===== src/rtl/deserializer_pkg.sv =====
// Shared types and default parameters for the serial-to-parallel deserializer.
// No logic, no latency.
// No flow control of its own.
package deserializer_pkg;

  localparam int DEFAULT_WIDTH     = 8;
  localparam bit DEFAULT_MSB_FIRST = 1'b1;

  // Bit-level receive state; STALL means both word slots are occupied
  typedef enum logic [1:0] {
    IDLE      = 2'd0,
    RECEIVING = 2'd1,
    STALL     = 2'd2
  } deser_state_t;

endpackage


===== src/rtl/deser_word_buffer.sv =====
// Two-slot word buffer: output slot presented to the consumer plus one pending slot.
// Latency: a pushed word is visible on data_out the cycle after the push.
// Backpressure: full (busy_out) when both slots hold words; a push while full is lost.
module deser_word_buffer
  import deserializer_pkg::*;
#(
  parameter int WIDTH = DEFAULT_WIDTH
) (
  input  logic             clock_100k,
  input  logic             reset,
  input  logic             push,
  input  logic [WIDTH-1:0] push_data,
  input  logic             pop,
  output logic [WIDTH-1:0] data_out,
  output logic             data_ready,
  output logic             busy_out,
  output logic             busy_next
);

  logic             out_vld;
  logic [WIDTH-1:0] out_dat;
  logic             pend_vld;
  logic [WIDTH-1:0] pend_dat;

  logic             out_vld_nxt;
  logic [WIDTH-1:0] out_dat_nxt;
  logic             pend_vld_nxt;
  logic [WIDTH-1:0] pend_dat_nxt;

  // Pop first (pending refills output), then place a new word in the first free slot
  always_comb begin
    out_vld_nxt  = out_vld;
    out_dat_nxt  = out_dat;
    pend_vld_nxt = pend_vld;
    pend_dat_nxt = pend_dat;
    if (pop && out_vld) begin
      out_vld_nxt  = pend_vld;
      out_dat_nxt  = pend_vld ? pend_dat : '0;
      pend_vld_nxt = 1'b0;
      pend_dat_nxt = '0;
    end
    if (push) begin
      if (!out_vld_nxt) begin
        out_vld_nxt = 1'b1;
        out_dat_nxt = push_data;
      end else if (!pend_vld_nxt) begin
        pend_vld_nxt = 1'b1;
        pend_dat_nxt = push_data;
      end
    end
  end

  // Slot registers
  always_ff @(posedge clock_100k or posedge reset) begin
    if (reset) begin
      out_vld  <= 1'b0;
      out_dat  <= '0;
      pend_vld <= 1'b0;
      pend_dat <= '0;
    end else begin
      out_vld  <= out_vld_nxt;
      out_dat  <= out_dat_nxt;
      pend_vld <= pend_vld_nxt;
      pend_dat <= pend_dat_nxt;
    end
  end

  assign data_out   = out_dat;
  assign data_ready = out_vld;
  assign busy_out   = out_vld & pend_vld;
  assign busy_next  = out_vld_nxt & pend_vld_nxt;

endmodule


===== src/rtl/deserializer_n.sv =====
// Serial-to-parallel deserializer assembling WIDTH-bit words into a two-slot buffer.
// Latency: data_ready rises the cycle after the WIDTH-th bit is accepted.
// Backpressure: bits offered while both slots are full and not acked are dropped (sticky overflow_out).
module deserializer_n
  import deserializer_pkg::*;
#(
  parameter int WIDTH     = DEFAULT_WIDTH,
  parameter bit MSB_FIRST = DEFAULT_MSB_FIRST
) (
  input  logic             clock_100k,
  input  logic             reset,
  input  logic             data_in,
  input  logic             write_in,
  input  logic             flush_in,
  input  logic             ack_in,
  output logic [WIDTH-1:0] data_out,
  output logic             data_ready,
  output logic             busy_out,
  output logic             overflow_out
);

  localparam int CW = $clog2(WIDTH + 1);

  deser_state_t     state_q;
  logic [WIDTH-1:0] shift_q;
  logic [WIDTH-1:0] shift_in;
  logic [WIDTH-1:0] shift_nxt;
  logic [CW-1:0]    count_q;
  logic [CW-1:0]    count_nxt;
  logic             stalled;
  logic             bit_accept;
  logic             bit_drop;
  logic             word_done;
  logic             busy_next;

  // STALL tracks a full buffer; an ack in the same cycle frees a slot for the incoming bit
  assign stalled    = (state_q == STALL) && !ack_in;
  assign bit_accept = write_in && !stalled && !flush_in;
  assign bit_drop   = write_in && stalled;
  assign word_done  = bit_accept && (count_q == CW'(WIDTH - 1));
  assign shift_in   = MSB_FIRST ? {shift_q[WIDTH-2:0], data_in}
                                : {data_in, shift_q[WIDTH-1:1]};

  // Next counter/shift value; flush wins over a simultaneous bit
  always_comb begin
    count_nxt = count_q;
    shift_nxt = shift_q;
    if (flush_in) begin
      count_nxt = '0;
      shift_nxt = '0;
    end else if (bit_accept) begin
      if (word_done) begin
        count_nxt = '0;
        shift_nxt = '0;
      end else begin
        count_nxt = count_q + CW'(1);
        shift_nxt = shift_in;
      end
    end
  end

  // Receive FSM: state, bit counter, shift register and sticky overflow flag
  always_ff @(posedge clock_100k or posedge reset) begin
    if (reset) begin
      state_q      <= IDLE;
      count_q      <= '0;
      shift_q      <= '0;
      overflow_out <= 1'b0;
    end else begin
      count_q <= count_nxt;
      shift_q <= shift_nxt;
      if (bit_drop) begin
        overflow_out <= 1'b1;
      end
      if (busy_next) begin
        state_q <= STALL;
      end else if (count_nxt != '0) begin
        state_q <= RECEIVING;
      end else begin
        state_q <= IDLE;
      end
    end
  end

  deser_word_buffer #(
    .WIDTH(WIDTH)
  ) u_word_buffer (
    .clock_100k (clock_100k),
    .reset      (reset),
    .push       (word_done),
    .push_data  (shift_in),
    .pop        (ack_in),
    .data_out   (data_out),
    .data_ready (data_ready),
    .busy_out   (busy_out),
    .busy_next  (busy_next)
  );

endmodule

===== config.mk =====
export PLATFORM = sky130hd
export DESIGN_NAME = deserializer_n
export DESIGN_NICKNAME = d
export VERILOG_FILES = /design/src/rtl/deserializer_pkg.sv /design/src/rtl/deser_word_buffer.sv /design/src/rtl/deserializer_n.sv
export SDC_FILE = /design/constraint.sdc
export NUM_CORES = 1
export LEC_CHECK = 0
export BUFFER_PORTS_ARGS = -buffer_cell sky130_fd_sc_hd__buf_2
export CAP_MARGIN = 30
export CORE_MARGIN = 3
export CORE_UTILIZATION = 54
export CTS_BUF_LIST = sky130_fd_sc_hd__clkbuf_4 sky130_fd_sc_hd__clkbuf_8
export CTS_CLUSTER_DIAMETER = 200
export DETAILED_ROUTE_END_ITERATION = 7
export PLACE_DENSITY = 0.9
export SLEW_MARGIN = 20
export SYNTH_ARGS = -nofsm -noshare
export SYNTH_HDL_FRONTEND = slang
export SYNTH_HIERARCHICAL = 1
export SYNTH_SLANG_ARGS = --single-unit

===== constraint.sdc =====
create_clock -name clock_100k -period 1.9 [get_ports clock_100k]
set_input_delay 0.19 -clock clock_100k [delete_from_list [all_inputs] [get_ports clock_100k]]
set_output_delay 0.19 -clock clock_100k [all_outputs]
set_load 0.01 [all_outputs]

# Word-level counts from Yosys, hierarchy flattened
# Index checks and enable logic that the tools add are counted.
# word_totals
in_bits,6
out_inout_bits,11
wordCells,45
regBits,32
# classes
eq_ne,2
n_mux,21
bitwise_logic,2
n_reduce_logical,11
addsub,1
# op_table
operator,count
$mux 8,8
$mux 7,3
$mux 4,3
$logic_and 1x1->1,6
$mux 1,6
$add 4x1->4 const B,1
$eq 4x3->1 const B,1
$reduce_bool 4->1,1
$logic_not 1->1,3
$and 1x1->1,2
$eq 2x2->1 const B,1
$mux 2,1
$reduce_bool 2->1,1

# Longest topological paths before layout
# Gate-level depths: netlist of run 1.
# depth
ltp_word,12
depth_mapped,7
depth_no_buf,7

# By module
# The synthesis of run 1 kept the hierarchy.
# modules_own_cells
module,area_per_inst_um2,seq_area_each_um2,instances,cells_each
deser_word_buffer,859.6,450.4,1,78
deserializer_n,616.8,350.3,1,52

# Least setup slack after synthesis of run 1
# Ideal clock, no wire load.
# synth_path
kind,register -> register
start,reg count_q[0]
end,reg u_word_buffer.pend_dat[0]
path_buffers,0
t_required_ns,1.833
setup_slack_ns,-0.158
setup_ns,0.067
period_less_slack_ns,2.058
path_stages_with_launch,7
arrival_ns,1.991
cell_sequence,dfrtp_1 ha_1 and3b_1 nor3b_1 nand2_1 nor3_2 a22o_1
# synth_between
elab_chain_cells,3
# synth_rtl
item,line,source
"start, declared",deserializer_n.sv:28,logic [CW-1:0] count_q;
"start signal, assigned",deserializer_n.sv:70,count_q <= count_nxt;
$eq 4x3->1,deserializer_n.sv:40,assign word_done = bit_accept && (count_q == CW'(WIDTH - 1));
$logic_and 1x1->1,deserializer_n.sv:40,
named net word_done,deserializer_n.sv:33,logic word_done;
$mux 8,deser_word_buffer.sv:42,if (push) begin
named net u_word_buffer.pend_dat_nxt[0],deser_word_buffer.sv:28,logic [WIDTH-1:0] pend_dat_nxt;
"end signal, assigned",deser_word_buffer.sv:64,pend_dat <= pend_dat_nxt;
"end, declared",deser_word_buffer.sv:23,logic [WIDTH-1:0] pend_dat;
# The timed path passes the listed nets, and every way through them passes these cells.
# A chain may end at the register's enable or synchronous reset.

# Worst setup path after layout of run 1
# layout_path
start,reg count_q[1]
end,reg state_q[0]
# layout_between
word_cells_on_any_way,12
cone_classes,add/sub: 1; eq/ne: 1; mux: 7; bitwise: 1; reduce/logical: 2
# layout_rtl
item,line,source
$eq 4x3->1,deserializer_n.sv:40,
$logic_and 1x1->1,deserializer_n.sv:40,
named net word_done,deserializer_n.sv:33,
$mux 1,deser_word_buffer.sv:42,
named net u_word_buffer.pend_vld_nxt,deser_word_buffer.sv:27,logic pend_vld_nxt;
$and 1x1->1,deser_word_buffer.sv:71,assign busy_next = out_vld_nxt & pend_vld_nxt;
named net busy_next,deserializer_n.sv:34,logic busy_next;
$mux 2,deserializer_n.sv:75,if (busy_next) begin
"end signal, assigned",deserializer_n.sv:76,state_q <= STALL;
"end signal, assigned",deserializer_n.sv:78,state_q <= RECEIVING;
"end signal, assigned",deserializer_n.sv:80,state_q <= IDLE;
"end, declared",deserializer_n.sv:24,deser_state_t state_q;
# The timed path passes the listed nets, and every way through them passes these cells.

==> results of run 1 <==
## final cells by class
type / instances / area share (%)
multi-input cells: 82 / 37.09
repair buffers: 25 / 8.511
flip-flops and latches: 32 / 45.39
clock buffers: 6 / 2.553
clock inverters: 2 / 1.986
inverters: 11 / 2.340
well taps: 30 / 2.128
## worst max path at each step
stage | startpoint | end | depth (start not counted)
after floorplan | count_q[0]$_DFF_PP0_ | u_word_buffer/pend_dat[0]$_DFF_PP0_ | 6
after global placement | state_q[0]$_DFF_PP0_ | state_q[0]$_DFF_PP0_ | 8
after detailed placement | count_q[1]$_DFF_PP0_ | u_word_buffer/pend_dat[1]$_DFF_PP0_ | 6
after CTS | state_q[0]$_DFF_PP0_ | state_q[0]$_DFF_PP0_ | 8
after global routing | state_q[0]$_DFF_PP0_ | state_q[0]$_DFF_PP0_ | 8
final | count_q[1]$_DFF_PP0_ | state_q[0]$_DFF_PP0_ | 8
## registers in the layout, summed over array words and instances (netlist names)
register	flops
u_word_buffer/data_out	8
u_word_buffer/pend_dat	8
shift_q	7
count_q	4
state_q	2
overflow_out	1
u_word_buffer/data_ready	1
u_word_buffer/pend_vld	1
## kinds of logic after synthesis
family / share of synthesized area (%)
AOI/OAI and AO/OA: 18.48
and+or+nand+nor: 14.75
DFF: 54.24
buffers and inverters: 4.322
muxes: 6.780
xor gates and xnor gates: 0.5933
adders and majority gates: 0.8473
## layer usage
layer  up-vias  global-route usage, %
met5         -                      0
met4         0                  11.26
met3         6                  7.675
met2        38                  34.13
met1       570                  24.89
li1        533                      -
## through the flow
step           hold slack [ps]  total power [uW]
3_5_place_dp             262.3             858.0
5_1_grt                  116.0              1432
4_1_cts                  102.6              1379
2_1_floorplan            79.22             808.0
6_report                 124.1              1373
3_3_place_gp             250.5             850.5
## power by group through the flow
stage | registers, uW | clock network, uW | logic, uW
floorplan | 742 | 0 | 66.2
global placement | 732 | 0 | 118
detailed placement | 735 | 0 | 123
CTS | 721 | 531 | 126
global route | 725 | 559 | 148
finish | 721 | 520 | 132
## critical path: cells and delay by family, from the launching register on
family / cells / cell delay [ps]
DFF: 1 / 420
adders and majority gates: 1 / 190
AOI/OAI and AO/OA: 2 / 290
and+or+nand+nor: 4 / 700
buffers and inverters: 1 / 160
## what timing repair did
| item | CTS | global route |
|---|---|---|
| pin swaps | 0 | 1 |
| buffers inserted | 0 | 1 |
| gates resized for setup | 1 | 8 |
| hold buffers | 1 | 0 |
| endpoints found under the setup margin | 1 | 9 |
| hold endpoints to repair | 32 | 0 |
## cells in the final DEF, fill, tap and decap left out, types with 2 or more instances in the layout
| cell type | n |
|---|---|
| nand2b_1 | 2 |
| nor2b_1 | 2 |
| buf_2 | 16 |
| nand4_1 | 9 |
| a22o_1 | 15 |
| o21ai_0 | 8 |
| nor2_1 | 4 |
| nand3_1 | 2 |
| buf_4 | 8 |
| mux2_2 | 8 |
| a21oi_1 | 3 |
| nand2_1 | 3 |
| nor3b_1 | 2 |
| dfrtp_1 | 32 |
| clkbuf_4 | 6 |
| and2_1 | 2 |
| inv_1 | 11 |
==> out/metrics.yaml, run 1 <==
hold_path:
  hold_path.class: "in2reg"
  min_from: "data_in"
  worstHoldEndpoint: "u_word_buffer/pend_dat[0]$_DFF_PP0_"
  whs_path_depth: 2
place:
  place.gp.congestion: 0.7220
  dp_slack_ps: 17.53
  dpl_cell_area_sq_um: 1629
  dp_hpwl_um: 2211
  io_buffers: 16
  place_inst: 178
detailed_routing:
  wl_met3_um: 172
  wl_per_cell_um: 17.29
  drt_iter0_drc: 61
  route.detailed.drc: 0
  highest_layer: "met4"
  totalWireLength_um: 3250
  vias: 1147
  met1_length_um: 1342
  wl_met2_um: 1670
  postRouteAntennaNets: 0
  drtPass1Iterations: 5
  avgViaCountPerCell: 6.101
floorplan:
  row_count: 18
  dieArea_sq_um: 3398
  die_h_um: 58.29
  ios: 17
  die_x_um: 58.29
  core_area_sq_um: 2545
  initial_utilization_pct: 58.01
logic_synthesis:
  synth_cell_types: 34
  yosys_warnings: 6
  synth-edff-count: 0
  synth_most_common_cell: "dfrtp_1"
  ys_seq_area_share_pct: 54.24
  synthTopCellsByArea: "dfrtp_1 (54%), a22o_1 (8.9%), mux2_2 (6.1%)"
  yosysTopAreaCellShare_pct: 54.24
  async_reset_ff_share_pct: 100.0
  synth_common_cells: "dfrtp_1 (32), a22o_1 (15), inv_1 (11)"
  ys.flop_type: "dfrtp_1"
  ys_ff_latch: 32
  synth_top_area_cell: "dfrtp_1"
  synth_fp_nets: 137
  avgSynthCellArea_sq_um: 11.36
  syn_inst: 130
  syn_area_sq_um: 1476
worst_setup_path:
  r2r_setup_slack_ps: 70
  cp_slowest_stage_delay_ps: 420
  required_ps: 2150
  regToRegEndpoint: "state_q[0]$_DFF_PP0_"
  crit_chain: "ha_2, and3b_2, nor3b_4, buf_4, nand2b_1, o2bb2ai_2, and2_4, a211oi_2"
  r2r_cells: 8
  cp-start-kind: "flop"
  critical_path.slowest_cell: "dfrtp_1"
  path_class: "reg2reg"
  r2r-start: "count_q[1]$_DFF_PP0_"
  cp.arrival_ps: 2080
  cp-end-kind: "flop"
  cp_max_fo: 4
pwr:
  p_sw_uw: 320.0
  pwr-share-clk_pct: 37.9
  p_comb_share_pct: 9.6
  p_per_area_nw_per_um2: 778.1
  seqPwrFrac_pct: 52.5
  peakVddDrop_uv: 596.5
  internal-power_uw: 1053
  switching_share_pct: 23.32
  power.leakage_uw: 0.0008346
cells_and_area:
  final_layout_size_suffix_gt1_share_pct: 33.54
  syn2layout_area_growth_pct: 19.49
  antenna_cells: 0
  nFillCells: 190
  fin_nets: 164
  postLayoutCoreUtil_pct: 69.32
  design_area_sq_um: 1764
  layoutNonFillerInstCount: 188
  multi_input_area_sq_um: 654.4
  regArea_sq_um: 800.8
timing:
  fin_ws_ps: 66.46
  setup_viol: 0
  tightest_slew_ps: 683.8
  slew_headroom_pct: 54.36
  worst_clock_skew_ps: 11.31
  fin_crit_sh_pct: 96.50
  hold_violations: 0
  clock.fmax_ghz: 0.5454
  tns_ps: 0
  min_period_ps: 1834
  drv_slew: 0
grt:
  overflow: 0
  grt_pass1_vias: 1162
  grt_max_degree: 19
  grt_pass1_wl_um: 5326
  grt_usage_pct: 21.27
  antenna_found_initial: 0
cts:
  cts-buffers-inserted: 5
  cts_tree: "yes"
  clkSinkCount: 32
  clkSlewWorstSetupHoldPaths_ps: 90
  clk_latency_ps: 340
  cts-htree-levels: 2
  root_buffer: "clkbuf_4"
  cts_buffer_depth: 2
outcome:
  status: "complete, no violations"
run:
  drv_cap: 0
Power figures use the tool's default switching activity.
==> run 2: changes to the inputs <==
--- a/config.mk
+++ b/config.mk
@@ -8,11 +8,11 @@
 export BUFFER_PORTS_ARGS = -buffer_cell sky130_fd_sc_hd__buf_2
 export CAP_MARGIN = 30
 export CORE_MARGIN = 3
-export CORE_UTILIZATION = 54
+export CORE_UTILIZATION = 55
 export CTS_BUF_LIST = sky130_fd_sc_hd__clkbuf_4 sky130_fd_sc_hd__clkbuf_8
 export CTS_CLUSTER_DIAMETER = 200
 export DETAILED_ROUTE_END_ITERATION = 7
-export PLACE_DENSITY = 0.9
+export PLACE_DENSITY = 0.88
 export SLEW_MARGIN = 20
 export SYNTH_ARGS = -nofsm -noshare
 export SYNTH_HDL_FRONTEND = slang
==> constraint.sdc (replaced) <==
create_clock -name clock_100k -period 1.7 [get_ports clock_100k]
set_input_delay 0.17 -clock clock_100k [delete_from_list [all_inputs] [get_ports clock_100k]]
set_output_delay 0.17 -clock clock_100k [all_outputs]
set_load 0.01 [all_outputs]
==> run 2 against run 1 <==
The run now ends with negative setup slack left. Register-to-register slack worse by 120 ps. Non-clock buffer count increased by 3. Via count up 0.78%. Maximum frequency grew 4.5%. Worst hold slack got worse by 28 ps. Final area up 1.6%. Global-route usage is 0.083 points higher. Die area decreased by 1.6%.
==> out/metrics.yaml, run 2 (synthesis gave the netlist of run 1 again) <==
timing:
  drv_slew: 0  # unchanged
  tightest_slew_ps: 663.2  # was 683.8 ps
  setup_viol: 16  # was 0
  min_period_ps: 1755  # was 1834 ps
  slew_headroom_pct: 55.74  # was 54.36%
  hold_violations: 0  # unchanged
  fin_crit_sh_pct: 103.2  # was 96.50%
  worst_clock_skew_ps: 7.923  # was 11.31 ps
  fin_ws_ps: -54.76  # was 66.46 ps
  timing.hold.ws_ps: 95.67  # was 124.1 ps
  rsz0062_at_grt: "true"
  clock.fmax_ghz: 0.5699  # was 0.5454 GHz
outcome:
  violations: "negative setup slack"
  status: "finished with violations"  # was complete, no violations
cts:
  cts_buffer_depth: 2  # unchanged
  cts_tree: "yes"  # unchanged
  cts-htree-levels: 2  # unchanged
  root_buffer: "clkbuf_4"  # unchanged
  clkSlewWorstSetupHoldPaths_ps: 100  # was 90 ps
  clk_latency_ps: 340  # about the same
  clkSinkCount: 32  # unchanged
  cts-buffers-inserted: 5  # unchanged
grt:
  grt_pass1_wl_um: 5188  # was 5326 um
  grt_max_degree: 19  # unchanged
  overflow: 0  # unchanged
  antenna_found_initial: 0  # unchanged
  grt_pass1_vias: 1147  # was 1162
  grt_usage_pct: 21.35  # was 21.27%
worst_setup_path:
  cp_max_fo: 8  # was 4
  path_class: "reg2reg"  # unchanged
  cp-start-kind: "flop"  # unchanged
  required_ps: 1980  # was 2150 ps
  cp.arrival_ps: 2030  # was 2080 ps
  cp-end-kind: "flop"  # unchanged
cells_and_area:
  multi_input_area_sq_um: 659.4  # was 654.4 sq um
  postLayoutCoreUtil_pct: 71.03  # was 69.32%
  final_cell_mix: "dfrtp_1 (32), buf_2 (16), a22o_1 (15)"  # unchanged
  fin_nets: 167  # was 164
  syn2layout_area_growth_pct: 21.36  # was 19.49%
  final_common_cell: "dfrtp_1"  # unchanged
  antenna_cells: 0  # unchanged
  nFillCells: 183  # was 190
  final_layout_size_suffix_gt1_share_pct: 34.16  # was 33.54%
  regArea_sq_um: 800.8  # unchanged
  design_area_sq_um: 1792  # was 1764 sq um
pwr:
  total_power_uw: 1542  # was 1373 uW
  p_per_area_nw_per_um2: 860.4  # was 778.1 nW/um^2
  peakVddDrop_uv: 738.3  # was 596.5 uV
  power.leakage_uw: 0.0008476  # was 0.0008346 uW
place:
  dp_slack_ps: 0.4384  # was 17.53 ps
  dpl_cell_area_sq_um: 1688  # was 1629 sq um
  dp_hpwl_um: 2211  # about the same
  place.gp.congestion: 0.8043  # was 0.7220
  io_buffers: 16  # unchanged
floorplan:
  core_area_sq_um: 2522  # was 2545 sq um
  ios: 17  # unchanged
  die_h_um: 57.81  # was 58.29 um
  initial_utilization_pct: 58.53  # was 58.01%
  dieArea_sq_um: 3342  # was 3398 sq um
  row_count: 18  # unchanged
  die_x_um: 57.81  # was 58.29 um
run:
  drv_cap: 0  # unchanged
detailed_routing:
  totalWireLength_um: 3193  # was 3250 um
  route.detailed.drc: 0  # unchanged
  avgViaCountPerCell: 6.052  # was 6.101
  vias: 1156  # was 1147
  drtPass1Iterations: 4  # was 5
  postRouteAntennaNets: 0  # unchanged
  drt_iter0_drc: 47  # was 61
  wl_per_cell_um: 16.72  # was 17.29 um
hold_path:
  hold_path.class: "in2reg"  # unchanged
run 2: cell types whose count changed in the layout (fill, tap and decap cells not counted), sizes merged:
cell	change
buf	+3
run 2: final cells by class:
| type | count | share of cell area, % |
|---|---|---|
| clock buffers | 6 | 2.514 |
| clock inverters | 2 | 1.955 |
| repair buffers | 28 | 9.637 |
| well taps | 30 | 2.095 |
| multi-input cells | 82 | 36.80 |
| inverters | 11 | 2.304 |
| flip-flops and latches | 32 | 44.69 |
run 2: routing by layer:
layer	GRT usage [%]	wire, um	vias up
met2	34.84	1616	34
met4	10.60	59	0
met1	24.93	1375	579
met5	0	0	-
li1	-	-	536
met3	7.572	140	7
run 2: metrics by stage:
step,TNS (ps),std cells
2_1_floorplan,-235.8,130
3_3_place_gp,0,181
3_5_place_dp,0,181
4_1_cts,-0.9717,191
5_1_grt,-1657,191
6_report,-304.6,191
run 2: final timing paths:
| kind | startpoint | end | slack (ps) | depth (start not counted) |
|---|---|---|---|---|
| max | count_q[1]$_DFF_PP0_ | u_word_buffer/pend_dat[6]$_DFF_PP0_ | -50 | 6 |
| min | data_in | u_word_buffer/pend_dat[0]$_DFF_PP0_ | 100 | 2 |
| max reg2reg | count_q[1]$_DFF_PP0_ | u_word_buffer/pend_dat[6]$_DFF_PP0_ | -50 | 6 |
| min reg2reg | overflow_out$_DFFE_PP0P_ | overflow_out$_DFFE_PP0P_ | 470 | 1 |
| max in group asynchronous | reset | u_word_buffer/data_out[5]$_DFF_PP0_ | 810 | 3 |
| min in group asynchronous | reset | state_q[1]$_DFF_PP0_ | 410 | 3 |
run 2: repair_timing:
item	in CTS	in global routing
buffers inserted	1	0
hold buffers	1	0
endpoints found under the hold margin	32	0
endpoints found under the setup margin	9	18
pin swaps	0	2
gates resized for setup	0	1
run 2: worst max-delay path, cell delays in order (launching register included):
cell and delay (ps):
dfrtp_1 370, ha_2 180, and3b_1 170, nor3b_4 310, nand2_1 140, nor3_4 310
a22o_1 210
run 2: where the power goes:
group / internal, uW / total, uW / switching (uW)
sequential: 788 / 804 / 15.9
combinational: 63.3 / 145 / 81.5
clock: 324 / 593 / 269
total: 1180 / 1540 / 366
==> run 3: changes to the inputs <==
--- a/config.mk
+++ b/config.mk
@@ -12,9 +12,8 @@
 export CTS_BUF_LIST = sky130_fd_sc_hd__clkbuf_4 sky130_fd_sc_hd__clkbuf_8
 export CTS_CLUSTER_DIAMETER = 200
 export DETAILED_ROUTE_END_ITERATION = 7
-export PLACE_DENSITY = 0.88
+export PLACE_DENSITY = 0.87
 export SLEW_MARGIN = 20
 export SYNTH_ARGS = -nofsm -noshare
 export SYNTH_HDL_FRONTEND = slang
-export SYNTH_HIERARCHICAL = 1
 export SYNTH_SLANG_ARGS = --single-unit
==> run 3 against run 2 <==
The flow now finishes without violations. Routed wire length up 1.2%. Setup slack better by 110 ps. First-iteration DRC count down 19%. Die area up 4.9%. Sequential cell count unchanged. Highest routed layer unchanged.
==> out/metrics.yaml, run 3 <==
outcome:
  status: "complete, no violations"  # was finished with violations
cts:
  cts-buffers-inserted: 5  # unchanged
  cts_buffer_depth: 2  # unchanged
  root_buffer: "clkbuf_4"  # unchanged
  cts_tree: "yes"  # unchanged
  clkSinkCount: 32  # unchanged
  clk_latency_ps: 340  # about the same
  clkSlewWorstSetupHoldPaths_ps: 90  # was 100 ps
  cts-htree-levels: 2  # unchanged
logic_synthesis:
  async_reset_ff_share_pct: 100.0  # unchanged
  synth_top_family_by_area: "compound AO/OA/AOI/OAI gates"  # unchanged
  synth-edff-count: 0  # unchanged
  yosysTopAreaCellShare_pct: 51.41  # was 54.24%
  synth_most_common_cell: "dfrtp_1"  # unchanged
  synth_top_area_cell: "dfrtp_1"  # unchanged
  synth_cell_types: 37  # was 34
  synthTopCellsByArea: "dfrtp_1 (51%), mux2i_1 (7.1%), a22o_1 (3.9%)"  # was dfrtp_1 (54%), a22o_1 (8.9%), mux2_2 (6.1%)
  synth-compound-area-share_pct: 16.63  # was 18.47%
  ys_ff_latch: 32  # unchanged
  synth_common_cells: "dfrtp_1 (32), inv_1 (13), mux2i_1 (11)"  # was dfrtp_1 (32), a22o_1 (15), inv_1 (11)
  ys_seq_area_share_pct: 51.41  # was 54.24%
  avgSynthCellArea_sq_um: 10.89  # was 11.36 sq um
  ys.flop_type: "dfrtp_1"  # unchanged
  yosys_warnings: 0  # was 6
  muxShareOfSynthArea_pct: 7.068  # was 6.780%
  syn_inst: 143  # was 130
  synth_fp_nets: 150  # was 137
  synth_fa_ha_area_share_pct: 1.446  # was 0.8475%
  synth-simple-area-share_pct: 16.63  # was 14.75%
  syn_area_sq_um: 1558  # was 1476 sq um
  synthXorXnorAreaFrac_pct: 1.124  # was 0.5932%
worst_setup_path:
  path_class: "reg2reg"  # unchanged
  cp_slowest_stage_delay_ps: 430  # was 370 ps
  cp.arrival_ps: 1880  # was 2030 ps
  cp.buffers_inverters: 0  # unchanged
  cp_top_family: "simple AND/OR/NAND/NOR gates"  # unchanged
  required_ps: 1940  # was 1980 ps
  cp_max_fo: 5  # was 8
  cp-start-kind: "flop"  # unchanged
  cp-end-kind: "flop"  # unchanged
  critical_path.slowest_cell: "or3b_4"  # was dfrtp_1
  crit_chain: "or3b_4, and2_4, a221o_1, a31oi_1"  # was ha_2, and3b_1, nor3b_4, nand2_1, nor3_4, a22o_1
grt:
  antenna_found_initial: 0  # unchanged
  grt_usage_pct: 20.25  # was 21.35%
  overflow: 0  # unchanged
  grt_max_degree: 33  # was 19
  grt_pass1_wl_um: 5257  # was 5188 um
  grt_pass1_vias: 1146  # was 1147
detailed_routing:
  wl_per_cell_um: 16.15  # was 16.72 um
  totalWireLength_um: 3230  # was 3193 um
  avgViaCountPerCell: 6.065  # was 6.052
  drt_iter0_drc: 38  # was 47
  drtPass1Iterations: 4  # unchanged
  postRouteAntennaNets: 0  # unchanged
  vias: 1213  # was 1156
  route.detailed.drc: 0  # unchanged
timing:
  worst_clock_skew_ps: 13.44  # was 7.923 ps
  fin_crit_sh_pct: 96.63  # was 103.2%
  clock.fmax_ghz: 0.6088  # was 0.5699 GHz
  hold_violations: 0  # unchanged
  slew_headroom_pct: 67.63  # was 55.74%
  timing.hold.ws_ps: 119.6  # was 95.67 ps
  tightest_slew_ps: 484.4  # was 663.2 ps
  drv_slew: 0  # unchanged
  setup_viol: 0  # was 16
  min_period_ps: 1643  # was 1755 ps
floorplan:
  die_x_um: 59.22  # was 57.81 um
  initial_utilization_pct: 60.14  # was 58.53%
  row_count: 18  # unchanged
  core_area_sq_um: 2590  # was 2522 sq um
  ios: 17  # unchanged
  dieArea_sq_um: 3507  # was 3342 sq um
  die_h_um: 59.22  # was 57.81 um
cells_and_area:
  postLayoutCoreUtil_pct: 69.42  # was 71.03%
  syn2layout_area_growth_pct: 15.42  # was 21.36%
  antenna_cells: 0  # unchanged
  layoutNonFillerInstCount: 200  # was 191
  final_layout_size_suffix_gt1_share_pct: 24.71  # was 34.16%
  design_area_sq_um: 1798  # was 1792 sq um
  fin_nets: 177  # was 167
  final_common_cell: "dfrtp_1"  # unchanged
  final_cell_mix: "dfrtp_1 (32), buf_2 (16), inv_1 (13)"  # was dfrtp_1 (32), buf_2 (16), a22o_1 (15)
place:
  place.gp.congestion: 0.8300  # was 0.8043
  dpl_cell_area_sq_um: 1713  # was 1688 sq um
  place_inst: 190  # was 181
  dp_hpwl_um: 2238  # was 2211 um
  io_buffers: 16  # unchanged
hold_path:
  hold_path.class: "in2reg"  # unchanged
pwr:
  p_per_area_nw_per_um2: 751.6  # was 860.4 nW/um^2
  power.leakage_uw: 0.0008915  # was 0.0008476 uW
  peakVddDrop_uv: 617.0  # was 738.3 uV
run:
  drv_cap: 0  # unchanged
## run 3: through the flow
stage	total power (uW)	TNS, ps	worst slack (ps)
2_1_floorplan	888.4	0	39.54
3_3_place_gp	921.1	0	166.4
3_5_place_dp	931.5	0	90.03
4_1_cts	1345	0	68.40
5_1_grt	1391	-23.37	-20.50
6_report	1351	0	57.34
## run 3: final timing paths
path	startpoint	endpoint	slack [ps]	depth (start not counted)
hold reg to reg	overflow_out$_DFFE_PP0P_	overflow_out$_DFFE_PP0P_	480	1
setup / recovery	state_q[0]$_DFF_PP0_	state_q[0]$_DFF_PP0_	60	4
max in group asynchronous	reset	count_q[0]$_DFF_PP0_	960	4
min in group asynchronous	reset	u_word_buffer.pend_dat[5]$_DFF_PP0_	440	4
hold / removal	data_in	shift_q[0]$_DFFE_PP0P_	120	2
setup reg to reg	state_q[0]$_DFF_PP0_	state_q[0]$_DFF_PP0_	60	4
## run 3: cell families after synthesis
group	Yosys count
fa+ha+maj	2
mux	11
buf+inv	19
compound gates	34
xor+xnor	2
flops	32
simple gates	43
## run 3: repair_timing
action	in CTS	in global routing
setup endpoints to repair	0	6
hold buffers	1	0
gates resized for setup	0	2
hold endpoints to repair	32	0
setup buffers	0	2
## run 3: power breakdown
group          switching [uW]  internal [uW]
Clock                     256            168
Combinational            73.9           53.6
Sequential               17.2            782
## run 3: layer usage
layer / GRT usage [%] / wire [um]
met2: 31.98 / 1625
met3: 6.536 / 207
met5: 0 / 0
met1: 26.06 / 1338
met4: 7.120 / 58
## run 3: final cells by class
cell class,instances,area [sq um]
Timing Repair Buffer,26,182.7
Clock inverter,1,5.005
Inverter,13,48.80
Clock buffer,6,45.04
Sequential cell,32,800.8
Multi-Input combinational cell,92,678.2
Tap cell,30,37.54
Fill cell,187,792.0
